$ cat src/rtl/sec09_queues_pkg.sv
// Shared definitions for the parametrised val/rdy queue family.
//   QUEUE_* : flow-control mode encodings (0..3)
//   ptr_nbits()   : width of a slot pointer for a given depth (at least 1)
//   count_nbits() : width of an occupancy count 0..depth
package sec09_queues_pkg;

  localparam int QUEUE_NORMAL      = 0;
  localparam int QUEUE_PIPE        = 1;
  localparam int QUEUE_BYPASS      = 2;
  localparam int QUEUE_PIPE_BYPASS = 3;

  function automatic int ptr_nbits(input int depth);
    return (depth > 1) ? $clog2(depth) : 1;
  endfunction

  function automatic int count_nbits(input int depth);
    return $clog2(depth + 1);
  endfunction

endpackage

$ cat src/rtl/sec09_queues_param_queue_ctrl.sv
// Control half of the parametrised queue: enq/deq pointers, occupancy count,
// stream handshakes and the bypass select.
//   clk, reset        : clock, asynchronous active-low reset
//   istream_val/rdy   : enqueue handshake
//   ostream_val/rdy   : dequeue handshake
//   wen, waddr        : storage write strobe and slot
//   raddr             : storage read slot (head of queue)
//   bypass_sel        : output mux takes istream_msg instead of storage
//   num_free_entries  : depth minus stored count
//
// Handshake: a transfer happens on a rising edge where val and rdy are both
// high on that stream; val never waits on rdy in NORMAL mode, rdy depends on
// the other stream only in PIPE modes, and val/msg pass straight through only
// in BYPASS modes while the queue is empty.
module sec09_queues_param_queue_ctrl
  import sec09_queues_pkg::*;
#(
  parameter int p_type     = QUEUE_NORMAL,
  parameter int p_num_msgs = 2,
  localparam int PW        = ptr_nbits(p_num_msgs),
  localparam int CW        = count_nbits(p_num_msgs)
) (
  input  logic          clk,
  input  logic          reset,
  input  logic          istream_val,
  output logic          istream_rdy,
  output logic          ostream_val,
  input  logic          ostream_rdy,
  output logic          wen,
  output logic [PW-1:0] waddr,
  output logic [PW-1:0] raddr,
  output logic          bypass_sel,
  output logic [CW-1:0] num_free_entries
);

  localparam logic PIPE_MODE = (p_type == QUEUE_PIPE) || (p_type == QUEUE_PIPE_BYPASS);
  localparam logic BYP_MODE  = (p_type == QUEUE_BYPASS) || (p_type == QUEUE_PIPE_BYPASS);

  logic [PW-1:0] enq_ptr;
  logic [PW-1:0] deq_ptr;
  logic [CW-1:0] count;

  logic full;
  logic empty;
  logic enq_fire;
  logic deq_fire;
  logic bypass_xfer;
  logic do_enq;
  logic do_deq;

  // Wraps at depth-1, so non-power-of-two depths cycle 0..depth-1.
  function automatic logic [PW-1:0] ptr_inc(input logic [PW-1:0] p);
    return (p == PW'(p_num_msgs - 1)) ? '0 : p + PW'(1);
  endfunction

  always_comb begin
    full        = (count == CW'(p_num_msgs));
    empty       = (count == '0);
    istream_rdy = !full || (PIPE_MODE && ostream_rdy);
    ostream_val = !empty || (BYP_MODE && istream_val);
    bypass_sel  = BYP_MODE && empty;
    enq_fire    = istream_val && istream_rdy;
    deq_fire    = ostream_val && ostream_rdy;
    // A message passed straight through never touches storage.
    bypass_xfer = bypass_sel && enq_fire && deq_fire;
    do_enq      = enq_fire && !bypass_xfer;
    do_deq      = deq_fire && !bypass_xfer;
    wen         = do_enq;
    waddr       = enq_ptr;
    raddr       = deq_ptr;
    num_free_entries = CW'(p_num_msgs) - count;
  end

  always_ff @(posedge clk or negedge reset) begin
    if (!reset) begin
      enq_ptr <= '0;
      deq_ptr <= '0;
      count   <= '0;
    end else begin
      if (do_enq) enq_ptr <= ptr_inc(enq_ptr);
      if (do_deq) deq_ptr <= ptr_inc(deq_ptr);
      if (do_enq && !do_deq)      count <= count + CW'(1);
      else if (do_deq && !do_enq) count <= count - CW'(1);
    end
  end

endmodule

$ cat src/rtl/sec09_queues_param_queue.sv
// N-entry, W-bit circular-buffer val/rdy queue with selectable flow control
// (normal, pipe, bypass, pipe+bypass) and a free-slot count.
//   clk, reset        : clock, asynchronous active-low reset
//   istream_val/rdy/msg : enqueue stream
//   ostream_val/rdy/msg : dequeue stream
//   num_free_entries  : p_num_msgs minus stored count
// Storage is not reset; only the control state is.
module sec09_queues_param_queue
  import sec09_queues_pkg::*;
#(
  parameter int p_type      = QUEUE_NORMAL,
  parameter int p_msg_nbits = 32,
  parameter int p_num_msgs  = 2
) (
  input  logic                               clk,
  input  logic                               reset,
  input  logic                               istream_val,
  output logic                               istream_rdy,
  input  logic [p_msg_nbits-1:0]             istream_msg,
  output logic                               ostream_val,
  input  logic                               ostream_rdy,
  output logic [p_msg_nbits-1:0]             ostream_msg,
  output logic [$clog2(p_num_msgs+1)-1:0]    num_free_entries
);

  localparam int PW = ptr_nbits(p_num_msgs);

  if ((p_type < QUEUE_NORMAL) || (p_type > QUEUE_PIPE_BYPASS)) begin : g_bad_type
    $error("sec09_queues_param_queue: illegal p_type %0d", p_type);
  end
  if (p_num_msgs < 1) begin : g_bad_depth
    $error("sec09_queues_param_queue: p_num_msgs must be >= 1 (got %0d)", p_num_msgs);
  end

  logic                   wen;
  logic [PW-1:0]          waddr;
  logic [PW-1:0]          raddr;
  logic                   bypass_sel;
  logic [p_msg_nbits-1:0] mem [p_num_msgs];

  sec09_queues_param_queue_ctrl #(
    .p_type     (p_type),
    .p_num_msgs (p_num_msgs)
  ) u_ctrl (
    .clk              (clk),
    .reset            (reset),
    .istream_val      (istream_val),
    .istream_rdy      (istream_rdy),
    .ostream_val      (ostream_val),
    .ostream_rdy      (ostream_rdy),
    .wen              (wen),
    .waddr            (waddr),
    .raddr            (raddr),
    .bypass_sel       (bypass_sel),
    .num_free_entries (num_free_entries)
  );

  always_ff @(posedge clk) begin
    if (wen) mem[waddr] <= istream_msg;
  end

  // Empty bypass queues present the incoming message directly.
  always_comb begin
    ostream_msg = bypass_sel ? istream_msg : mem[raddr];
  end

endmodule
$ cat config.mk
export PLATFORM = sky130hd
export DESIGN_NAME = sec09_queues_param_queue
export DESIGN_NICKNAME = d
export VERILOG_FILES = /design/src/rtl/sec09_queues_pkg.sv /design/src/rtl/sec09_queues_param_queue_ctrl.sv /design/src/rtl/sec09_queues_param_queue.sv
export SDC_FILE = /design/constraint.sdc
export NUM_CORES = 1
export LEC_CHECK = 0
export BUFFER_PORTS_ARGS = -buffer_cell sky130_fd_sc_hd__buf_2
export CORE_ASPECT_RATIO = 1.1
export CORE_MARGIN = 2
export CORE_UTILIZATION = 40
export CTS_CLUSTER_DIAMETER = 150
export CTS_CLUSTER_SIZE = 25
export DETAILED_ROUTE_END_ITERATION = 10
export PLACE_DENSITY = 0.72
export SLEW_MARGIN = 10
export SYNTH_ARGS = -nofsm -noshare
export SYNTH_HDL_FRONTEND = slang
export SYNTH_SLANG_ARGS = --single-unit
$ cat constraint.sdc
create_clock -name clk -period 5.2 [get_ports clk]
set_input_delay 0.52 -clock clk [delete_from_list [all_inputs] [get_ports clk]]
set_output_delay 0.52 -clock clk [all_outputs]
set_load 0.05 [all_outputs]
### Word level (Yosys, flattened, before mapping)

Memories as Yosys holds them, arrays and structs flattened.
Cells that the tools add are included.

* register bits after elaboration: 4
* bits in latches: 0
* RAM bits: 64
* memory bits (read-only): 0
* bits of input ports: 36
* memories: 1

Memories
* mem: depth 2, bits a word 32, rd ports 1, clocked after Yosys merged registers in 0, write ports 1, line sec09_queues_param_queue.sv:39 `logic [p_msg_nbits-1:0] mem [p_num_msgs];`

* add/subtract/negate cells: 5
* multiply operators: 0
* divide/modulo/power cells: 0
* $lt $le $gt $ge: 0
* eq/ne operators: 1
* shift operators: 0
* multiplexer cells: 6
* bitwise gates (word level): 0
* reductions and logical operators: 10

Operators by type and width (count)
* $logic_and 1x1->1: 4
* $logic_not 1->1: 4
* $mux 1: 4
* $mux 2: 2
* $add 1x1->1 const B: 2
* $add 2x1->2 const B: 1
* $eq 2x2->1 const B: 1
* $logic_not 2->1: 1
* $reduce_bool 2->1: 1
* $sub 2x1->2 const B: 1
* $sub 2x2->2 const A: 1

### Longest topological paths before layout

Gate-level depths: netlist of run 1.

* word-level depth: 7
* depth in mapped cells: 8

### Cells and area by module

A second synthesis of run 1 with hierarchy kept.

* cell total of the unflattened synthesis: 196
* area, all modules: 2881.5 µm²

Modules (own cells, without submodules)
* sec09_queues_param_queue: instances 1, cells each 173, area an instance 2648.8 µm², sequential area each 1921.8 µm²
* sec09_queues_param_queue_ctrl: instances 1, cells each 23, area an instance 232.7 µm², sequential area each 100.1 µm²

### Worst setup path before layout of run 1

OpenSTA, ideal clock, no wires.

* path type: register to register
* from: register u_ctrl.count[0]
* to: memory mem[0][0] (enable)
* library setup time: 425 ps
* data arrival time: 2369 ps
* setup slack: 2406 ps
* stages on the path, launching flop included: 5
* path buffers: 0
* path through: dfrtp_1 inv_1 ha_1 nor2b_1 nor2b_1

* cells in the longest elaborated chain, start to end: 5

Ends and longest elaborated chain
* start, declared: line sec09_queues_param_queue_ctrl.sv:41 `logic [CW-1:0] count;`
* start signal, assigned: line sec09_queues_param_queue_ctrl.sv:82 `if (do_enq && !do_deq) count <= count + CW'(1);`
* start signal, assigned: line sec09_queues_param_queue_ctrl.sv:83 `else if (do_deq && !do_enq) count <= count - CW'(1);`
* $eq 2x2->1: line sec09_queues_param_queue_ctrl.sv:57 `full = (count == CW'(p_num_msgs));`
* $logic_not 1->1: line sec09_queues_param_queue_ctrl.sv:59 `istream_rdy = !full || (PIPE_MODE && ostream_rdy);`
* $logic_and 1x1->1: line sec09_queues_param_queue_ctrl.sv:62 `enq_fire = istream_val && istream_rdy;`
* via u_ctrl.wen: line sec09_queues_param_queue_ctrl.sv:29 `output logic wen,`
* $mux 1: line sec09_queues_param_queue.sv:59 `if (wen) mem[waddr] <= istream_msg;`
* $mux 1 (implied by the code): line sec09_queues_param_queue.sv:59
* end, declared: line sec09_queues_param_queue.sv:39

The timed path passes the listed nets, and every way through them passes these cells.

### Final worst setup path of run 1

* from: register u_ctrl.deq_ptr, in the netlist u_ctrl.raddr
* to: output port ostream_msg[5]

* cells in the longest elaborated chain, start to end: 1

Ends and longest elaborated chain
* start, declared: line sec09_queues_param_queue_ctrl.sv:40 `logic [PW-1:0] deq_ptr;`
* start signal, assigned: line sec09_queues_param_queue_ctrl.sv:81 `if (do_deq) deq_ptr <= ptr_inc(deq_ptr);`
* $mem_v2 2x32
* end, declared: line sec09_queues_param_queue.sv:22 `output logic [p_msg_nbits-1:0] ostream_msg,`

No other way between the ends.

==> metrics.txt, run 1 <==
diodes inserted=0; Synth Cell Area=0.002696 mm²; main combinational cell family by area after synthesis=multiplexers; RD Place Congestion=0.7490; Worst Setup Start Kind=flop; input/output buffers=71; slowest cell delay on critical path=1.05 ns; crit end category=output port; final worst path period share=48.92%; skew final=0.009416 ns; DR DRC count=0; Synth Area in XOR/XNOR=1.624%; final wirelength=4110 µm; clk_lat worst skew=0.33 ns; Synth Instances=123; setup ws final=2.656 ns; 1st-iter DRT viols=55; drt via density=4.519; min-delay src=istream_msg[24]; Reg clk slew, reported paths=0.07 ns; # rows=31; DRT antenna net count=0; mux cell area share after synthesis=17.40%; grt total ovfl=0; Total Routing Usage GR=12.02%; pin count of the biggest net entering global routing=34; sequential element share of the synthesized area=74.99%; post-synth net total=162; first-pass GRT wire length=6299 µm; worst path cell trace=mux2_2 > buf_2; Setup violations, final=0; initial antenna violation count=0; die width=82.28 µm; slew margin rel.=31.51%; CP arrival=2.02 ns; RSZ-0062 raised after global routing=no; Synth Area in Compound Gates=0%; crit path launch=u_ctrl.raddr; Yosys cell types=15; status=finished, final reports clean; Mean Syn Cell Area=21.92 µm²; total number of H-tree levels=3; CP required=4.68 ns; HPWL Detailed=2655 µm; Syn. warnings=0; clk buf depth=2; TritonCTS Sinks=68; WL per Instance=14.22 µm; Least-Margin Pin Slew=1.027 ns; crit path buf inv count=1; RR Startpoint=u_ctrl.count[0]; Slowest-stage cell, CP=dfrtp_2; post-synthesis simple-gate area fraction=0.9745%; cell family with most CP delay=flip-flops; R2R Setup Slk=3.00 ns; max-cap viol count=0; Final min period=2.544 ns; Adder-Cell Fraction of Synth Area=1.392%; crit-path max FO=33; io pins=72; Final Hold Fails=0; Final #Nets=241; kind of critical path=flop to output port; number of global-route vias before repair=1330; routed via count=1306; TNS Setup=0 ns; die area=0.007414 mm²; Synth-to-Final Area Change=22.13%; Die Y=90.11 µm; type of the most critical hold path=input pin to flop; Initial Util=41.13%; DP Worst Slack=2.972 ns; TritonRoute pass-1 iters=4; Synth Register Bits=68; Pins Over Slew Limit=0; CTS tree=built; Max Freq=393.1 MHz; core area=0.006555 mm²; CTS Buf Count=9; PostCTS Resize Cnt=0; Clock Tree Root=clkbuf_8; share of cells above drive strength 1=58.45%
worst reg2reg max path, delay by kind of cell (launching register included):
kind	cells	cell delay, ns
flops	1	0.42
simple gates	2	1.08
buf+inv	1	0.09
fa+ha+maj	1	0.21
kinds of logic (layout without fill, tap and decap cells):
logic type,after synthesis,in the layout
xor gates and xnor gates,5,5
adders and majority gates,3,3
buffers and inverters,10,94
DFF,68,68
muxes,32,32
and+or+nand+nor,5,5
placed cells by master, fill, tap and decap left out, drive strengths merged:
cell | synthesis | final
dfrtp | 4 | 4
mux2 | 32 | 32
xor2 | 2 | 2
inv | 5 | 6
edfxtp | 64 | 64
nand2 | 1 | 1
clkbuf | 0 | 10
nor2b | 2 | 2
xnor2 | 3 | 3
clkinvlp | 0 | 2
dlygate4sd3 | 0 | 1
clkinv | 0 | 2
nor2 | 1 | 1
and2 | 1 | 1
buf | 5 | 72
ha | 3 | 3
bufinv | 0 | 1
registers in the layout, indices dropped and copies added (netlist names):
register,flops
mem,64
u_ctrl.waddr,1
u_ctrl.raddr,1
u_ctrl.count,2
repair_timing:
item / in CTS / in global routing
hold endpoints to repair: 4 / 0
setup buffers: 0 / 0
endpoints found under the setup margin: 0 / 0
hold buffers: 1 / 0
stage by stage:
step                cells  hold slack (ns)  instance area, µm²  util (%)
floorplan             123           0.2244                2696         -
global placement      272           0.3335                3092     47.17
detailed placement    272           0.3358                3092     47.17
CTS                   289           0.3505                3293     50.24
global route          289           0.3540                3293     50.24
finish                289           0.3718                3293     50.24
cell usage after synthesis:
cell / count / share of area (%)
and2_1: 1 / 0.23
nand2_1: 1 / 0.14
dfrtp_1: 4 / 3.7
mux2_4: 29 / 16
buf_6: 1 / 0.42
buf_4: 1 / 0.28
xnor2_1: 3 / 0.97
nor2b_1: 2 / 0.46
xor2_1: 2 / 0.65
inv_1: 5 / 0.70
nor2_1: 1 / 0.14
buf_12: 3 / 2.2
mux2_2: 3 / 1.3
ha_1: 3 / 1.4
edfxtp_1: 64 / 71
area by class of cell:
type,count,area [µm²]
Multi-Input combinational cell,45,584.3
Clock inverter,6,63.81
Timing Repair Buffer,73,372.9
Inverter,5,18.77
Sequential cell,68,2023
Tap cell,82,102.6
Clock buffer,10,127.6
Fill cell,559,3262
path summary, 6_finish.rpt:
kind / to / cells past startpoint
worst min register to register: u_ctrl.waddr / 1
min in group asynchronous: u_ctrl.waddr / 2
worst max-delay path: ostream_msg[5] / 2
max in group asynchronous: u_ctrl.raddr / 2
worst max register to register: mem[0][7] / 4
worst min-delay path: mem[1][24] / 1
metal layers:
metal / vias up / global-route usage, % / wire length (µm)
li1: 623 / - / -
met1: 625 / 13.51 / 1646
met2: 47 / 19.02 / 2123
met3: 11 / 3.614 / 221
met4: 0 / 8.333 / 120
met5: - / 0 / 0
Power of run 1 is not shown: default switching activity piles up to over one toggle a cycle in this logic, so the estimate is an artifact.
==> inputs of run 2 (changes only) <==
- ABC_AREA: unset -> 1
- PLACE_DENSITY: 0.72 -> 0.73
- clock period: 5.2 -> 2.5 ns (I/O delays scaled with it)
==> metrics.txt, run 2 <==
kind of critical path=flop to output port; Post-CTS Setup Inserts=0 (unchanged); Critical Path Sink=ostream_msg[22]; crit end category=output port; io pins=72 (unchanged); max-cap viol count=0 (unchanged); slowest cell delay on critical path=0.67 ns (-0.38 ns); Synth top cells by count=nand2_1 (92), edfxtp_1 (64), nand2_2 (10); RSZ-0062 raised after global routing=no; TritonCTS Sinks=68 (unchanged); HPWL Detailed=2923 µm (+10%); Worst Setup Start Kind=flop; drt via density=4.323 (-4.3%); most common cell after layout, fill and taps aside=nand2_1; Mean Syn Cell Area=13.34 µm² (-39%); Synth Cell Area=0.002641 mm² (-2.0%); fill count=555 (-0.72%); DR DRC count=0 (unchanged); core area=0.006477 mm² (-1.2%); grt total ovfl=0 (unchanged); PostCTS Resize Cnt=0 (unchanged); crit path launch=u_ctrl.raddr; CTS Buf Count=9 (unchanged); Yosys cell types=15 (unchanged); Top reg by flops=mem; crit path buf inv count=2 (+1); Final Hold Fails=0 (unchanged); Clock Tree Root=clkbuf_8; DRT antenna net count=0 (unchanged); RR Startpoint=u_ctrl.count[0]; pin count of the biggest net entering global routing=34 (unchanged); Crit path depth=4 (+2); type of the most critical hold path=input pin to flop; initial antenna violation count=0 (unchanged); CP arrival=1.70 ns (-0.32 ns); final core occ=52.13% (+1.9 points); Syn. warnings=0 (unchanged); Max Freq=512.2 MHz; 1st-iter DRT viols=43 (-22%); # rows=31 (unchanged); DP Worst Slack=0.6699 ns (-2.302 ns); first-pass GRT wire length=6244 µm (-0.87%); die width=81.48 µm (-0.97%); Slowest-stage cell, CP=dfrtp_1; final worst path period share=78.10%; CTS Hold Buffers Added=1 (unchanged); Die Y=89.23 µm (-0.98%); Final min period=1.953 ns; post-synth top area cell=edfxtp_1; input/output buffers=71 (unchanged); Pins Over Slew Limit=0 (unchanged); CTS tree=built; Async SR Flop Fraction=5.882% (unchanged); Synth Register Bits=68 (unchanged); skew final=0.006522 ns (-0.002894 ns); Synth top area share=72.76% (+1.5 points); TritonRoute pass-1 iters=4 (unchanged); Reg clk slew, reported paths=0.07 ns (about the same); synth top area cells=edfxtp_1 (73%), nand2_1 (13%), dfrtp_1 (3.8%), nand2_2 (2.4%), ha_1 (1.4%); clk buf depth=2 (unchanged); top-count cell post-synth=nand2_1; total number of H-tree levels=3 (unchanged); die area=0.007270 mm² (-1.9%); Final #Nets=317 (+32%); Synth Instances=198 (+61%); Critical R2R Capture=mem[1][3]; largest registers=mem x64, u_ctrl.count x2; number of flops mapped to enable cells by yosys=64 (unchanged); max reg flops=64 (unchanged); post-synth net total=237 (+46%); number of global-route vias before repair=1411 (+6.1%); Initial Util=40.78% (-0.36 points); dominant synthesized flop cell=edfxtp_1; hold slack=0.09256 ns (-0.2792 ns); RD Place Congestion=0.7021 (-6.3%); routed via count=1578 (+21%); Least-Margin Pin Slew=0.5154 ns (-0.5120 ns); clk_lat worst skew=0.34 ns (about the same); R2R Setup Slk=0.65 ns (-2.35 ns); final wirelength=4299 µm (+4.6%); Synth-to-Final Area Change=27.85%; commonest non-fill, non-tap cells in the layout=nand2_1 (92), buf_2 (71), edfxtp_1 (64); Worst Reg2Reg Path Length in Cells=6 (+2); share of cells above drive strength 1=36.75% (-22 points); crit-path max FO=14 (-58%); Setup violations, final=0 (unchanged); sequential element share of the synthesized area=76.55% (+1.6 points); slew margin rel.=65.64% (+34 points); status=finished, final reports clean; Total Routing Usage GR=12.45% (+0.43 points); WL per Instance=11.78 µm (-17%); CP required=2.25 ns (-2.43 ns); post-placement cell area=0.003080 mm² (-0.36%); cell mode on critical path=nand2_1; setup ws final=0.5475 ns (-2.109 ns); diodes inserted=0 (unchanged); worst path cell trace=buf_4 > nand2_1 > nand2_1 > buf_2; cell family with most CP delay=flip-flops; final instance area=0.003377 mm² (+2.5%)
-- run 2: how the worst min path moves through the flow --
stage	startpoint	to	cells after the start
after floorplan	reset	u_ctrl.count[0]	0
after global placement	reset	u_ctrl.count[1]	1
after detailed placement	reset	u_ctrl.count[1]	1
after CTS	istream_msg[24]	mem[0][24]	1
after global routing	istream_msg[24]	mem[1][24]	1
final	istream_msg[27]	mem[0][27]	1
-- run 2: cell families after synthesis --
group                    after synthesis  synth area share (%)
flip-flops                            68                 76.55
XOR/XNOR                               3                0.9950
adder cells (fa/ha/maj)                3                 1.421
buffers and inverters                 18                 4.879
AND/OR/NAND/NOR                      106                 16.15
-- run 2: layout make-up --
class	instances	area, µm²	share of cell area [%]
Clock buffer	9	123.9	3.668
Clock inverter	7	162.7	4.817
Inverter	10	45.04	1.334
Multi-Input combinational cell	112	505.5	14.97
Sequential cell	68	2022	59.87
Tap cell	82	102.6	3.038
Timing Repair Buffer	77	415.4	12.30
-- run 2: layer usage --
layer / share of wire (%) / global-route usage [%] / vias to the layer above
met5: 0 / 0 / -
met4: 1.6 / 8.320 / 0
met3: 7.6 / 4.848 / 9
met2: 53 / 21.31 / 52
met1: 38 / 12.47 / 704
li1: - / - / 813
-- run 2: worst reg2reg max path, stage by stage, from the launching register on --
cell and delay [ns]:
dfrtp_1 0.40, inv_1 0.09, ha_1 0.20, inv_1 0.06, nand2_1 0.16, nor2_4 0.41
buf_12 0.23
-- run 2: per-stage QoR --
| step | std cells | TNS [ns] |
|---|---|---|
| after floorplan | 198 | -29.98 |
| after global routing | 365 | 0 |
| after global placement | 348 | 0 |
| after CTS | 365 | 0 |
| after detailed placement | 348 | 0 |
| final | 365 | 0 |
Power of run 2 is left out for the same reason.
==> inputs of run 3 (changes only) <==
- clock period: 2.5 -> 2 ns (I/O delays scaled with it)
==> metrics.txt, run 3 (synthesis results as in run 2) <==
share of cells above drive strength 1=37.10% (+0.35 points); max reg flops=64 (unchanged); 1st-iter DRT viols=68 (+58%); cell family with most CP delay=buffers and inverters; Final min period=1.744 ns; Slowest-stage cell, CP=dfrtp_2; Final #Nets=318 (+0.32%); Least-Margin Pin Slew=0.2923 ns (-0.2231 ns); clk buf depth=2 (unchanged); final worst path period share=87.20%; TNS Setup=0 ns (unchanged); CP arrival=1.54 ns (-0.16 ns); Synth-to-Final Area Change=23.26%; DR DRC count=0 (unchanged); RD Place Congestion=0.6711 (-4.4%); met3 Use GR=4.949% (+0.10 points); TritonCTS Sinks=68 (unchanged); WL per Instance=12.59 µm (+6.9%); Setup violations, final=0 (unchanged); Worst Setup Start Kind=flop; crit end category=output port; Top reg by flops=mem; worst path cell trace=buf_4 > nand2_1 > nand2_1 > buf_2; total number of H-tree levels=3 (unchanged); Max Freq=573.4 MHz; Die Y=89.23 µm (unchanged); CTS Buf Count=9 (unchanged); grt total ovfl=0 (unchanged); cell mode on critical path=nand2_1; HPWL Detailed=3065 µm (+4.9%); Clock Tree Root=clkbuf_8; # rows=31 (unchanged); gr busiest metal=met2; met2 usage=23.55% (+2.2 points); io pins=72 (unchanged); status=finished, final reports clean; commonest non-fill, non-tap cells in the layout=nand2_1 (91), buf_2 (71), edfxtp_1 (64); Post-CTS Setup Inserts=0 (unchanged); pin count of the biggest net entering global routing=34 (unchanged); CP required=1.80 ns (-0.45 ns); diodes inserted=0 (unchanged); final wirelength=4596 µm (+6.9%); type of the most critical hold path=input pin to flop; Reg clk slew, reported paths=0.06 ns (about the same); skew final=0.005553 ns (-0.0009692 ns); CTS tree=built; kind of critical path=flop to output port; slowest cell delay on critical path=0.52 ns (-0.15 ns); largest registers=mem x64, u_ctrl.count x2; met1 Resource Use GR=14.88% (+2.4 points); die area=0.007270 mm² (unchanged); routed via count=1624 (+2.9%); Initial Util=40.78% (unchanged); clk_lat worst skew=0.33 ns (about the same); Final Hold Fails=0 (unchanged); core area=0.006477 mm² (unchanged); RSZ-0062 raised after global routing=no; TritonRoute pass-1 iters=5 (+1); Pins Over Slew Limit=0 (unchanged); max-cap viol count=0 (unchanged); most common cell after layout, fill and taps aside=nand2_1; number of global-route vias before repair=1542 (+9.3%); crit-path max FO=17 (+3); crit path buf inv count=2 (unchanged); input/output buffers=71 (unchanged); Total Routing Usage GR=13.66% (+1.2 points); drt via density=4.449 (+2.9%); first-pass GRT wire length=7010 µm (+12%); slew margin rel.=80.52% (+15 points); initial antenna violation count=0 (unchanged); die width=81.48 µm (unchanged); DRT antenna net count=0 (unchanged)
run 3: worst reg2reg max path, stage by stage, from the launching register on:
cell	delay, ns
dfrtp_1	0.42
inv_1	0.13
ha_1	0.21
clkinvlp_4	0.10
nand2_2	0.14
inv_1	0.07
ha_1	0.30
inv_1	0.09
nand3_1	0.08
nand2_1	0.06
nand2_1	0.04
run 3: repair_timing:
action	4_1_cts	5_1_grt
hold buffers	1	0
endpoints found under the setup margin	0	12
gates resized for setup	0	1
endpoints found under the hold margin	4	0
run 3: final timing paths:
check	from	endpoint	slack, ns	cells after the start
setup reg to reg	u_ctrl.count[0]	u_ctrl.count[1]	0.26	10
hold / removal	istream_msg[8]	mem[0][8]	0.06	1
setup / recovery	u_ctrl.raddr	ostream_msg[29]	0.26	4
max in group asynchronous	reset	u_ctrl.raddr	1.66	2
min in group asynchronous	reset	u_ctrl.count[0]	0.20	2
hold reg to reg	u_ctrl.count[1]	u_ctrl.count[1]	0.52	2
run 3: cell type report:
type                            instances  area, µm²
Clock buffer                           12      135.1
Clock inverter                          3      15.01
Fill cell                             575       3222
Inverter                               10      48.80
Multi-Input combinational cell        112      508.0
Sequential cell                        68       2023
Tap cell                               82      102.6
Timing Repair Buffer                   78      422.9
run 3: metal layers:
metal / share of wire [%] / vias up
li1: - / 817
met1: 41 / 747
met2: 51 / 52
met3: 6.9 / 8
met4: 1.3 / 0
met5: 0 / -
run 3: through the flow:
step | instances | area, µm² | utilization (%) | hold WS (ns) | setup slack [ns]
global placement | 349 | 3094 | 47.77 | 0.01516 | 0.3676
detailed placement | 349 | 3094 | 47.77 | 0.01454 | 0.2582
global route | 365 | 3256 | 50.26 | 0.03807 | 0.1406
floorplan | 198 | 2663 | - | -0.09559 | 0.04047
finish | 365 | 3256 | 50.26 | 0.05595 | 0.2561
CTS | 365 | 3254 | 50.24 | 0.03266 | 0.05293
Power of run 3 is left out for the same reason.
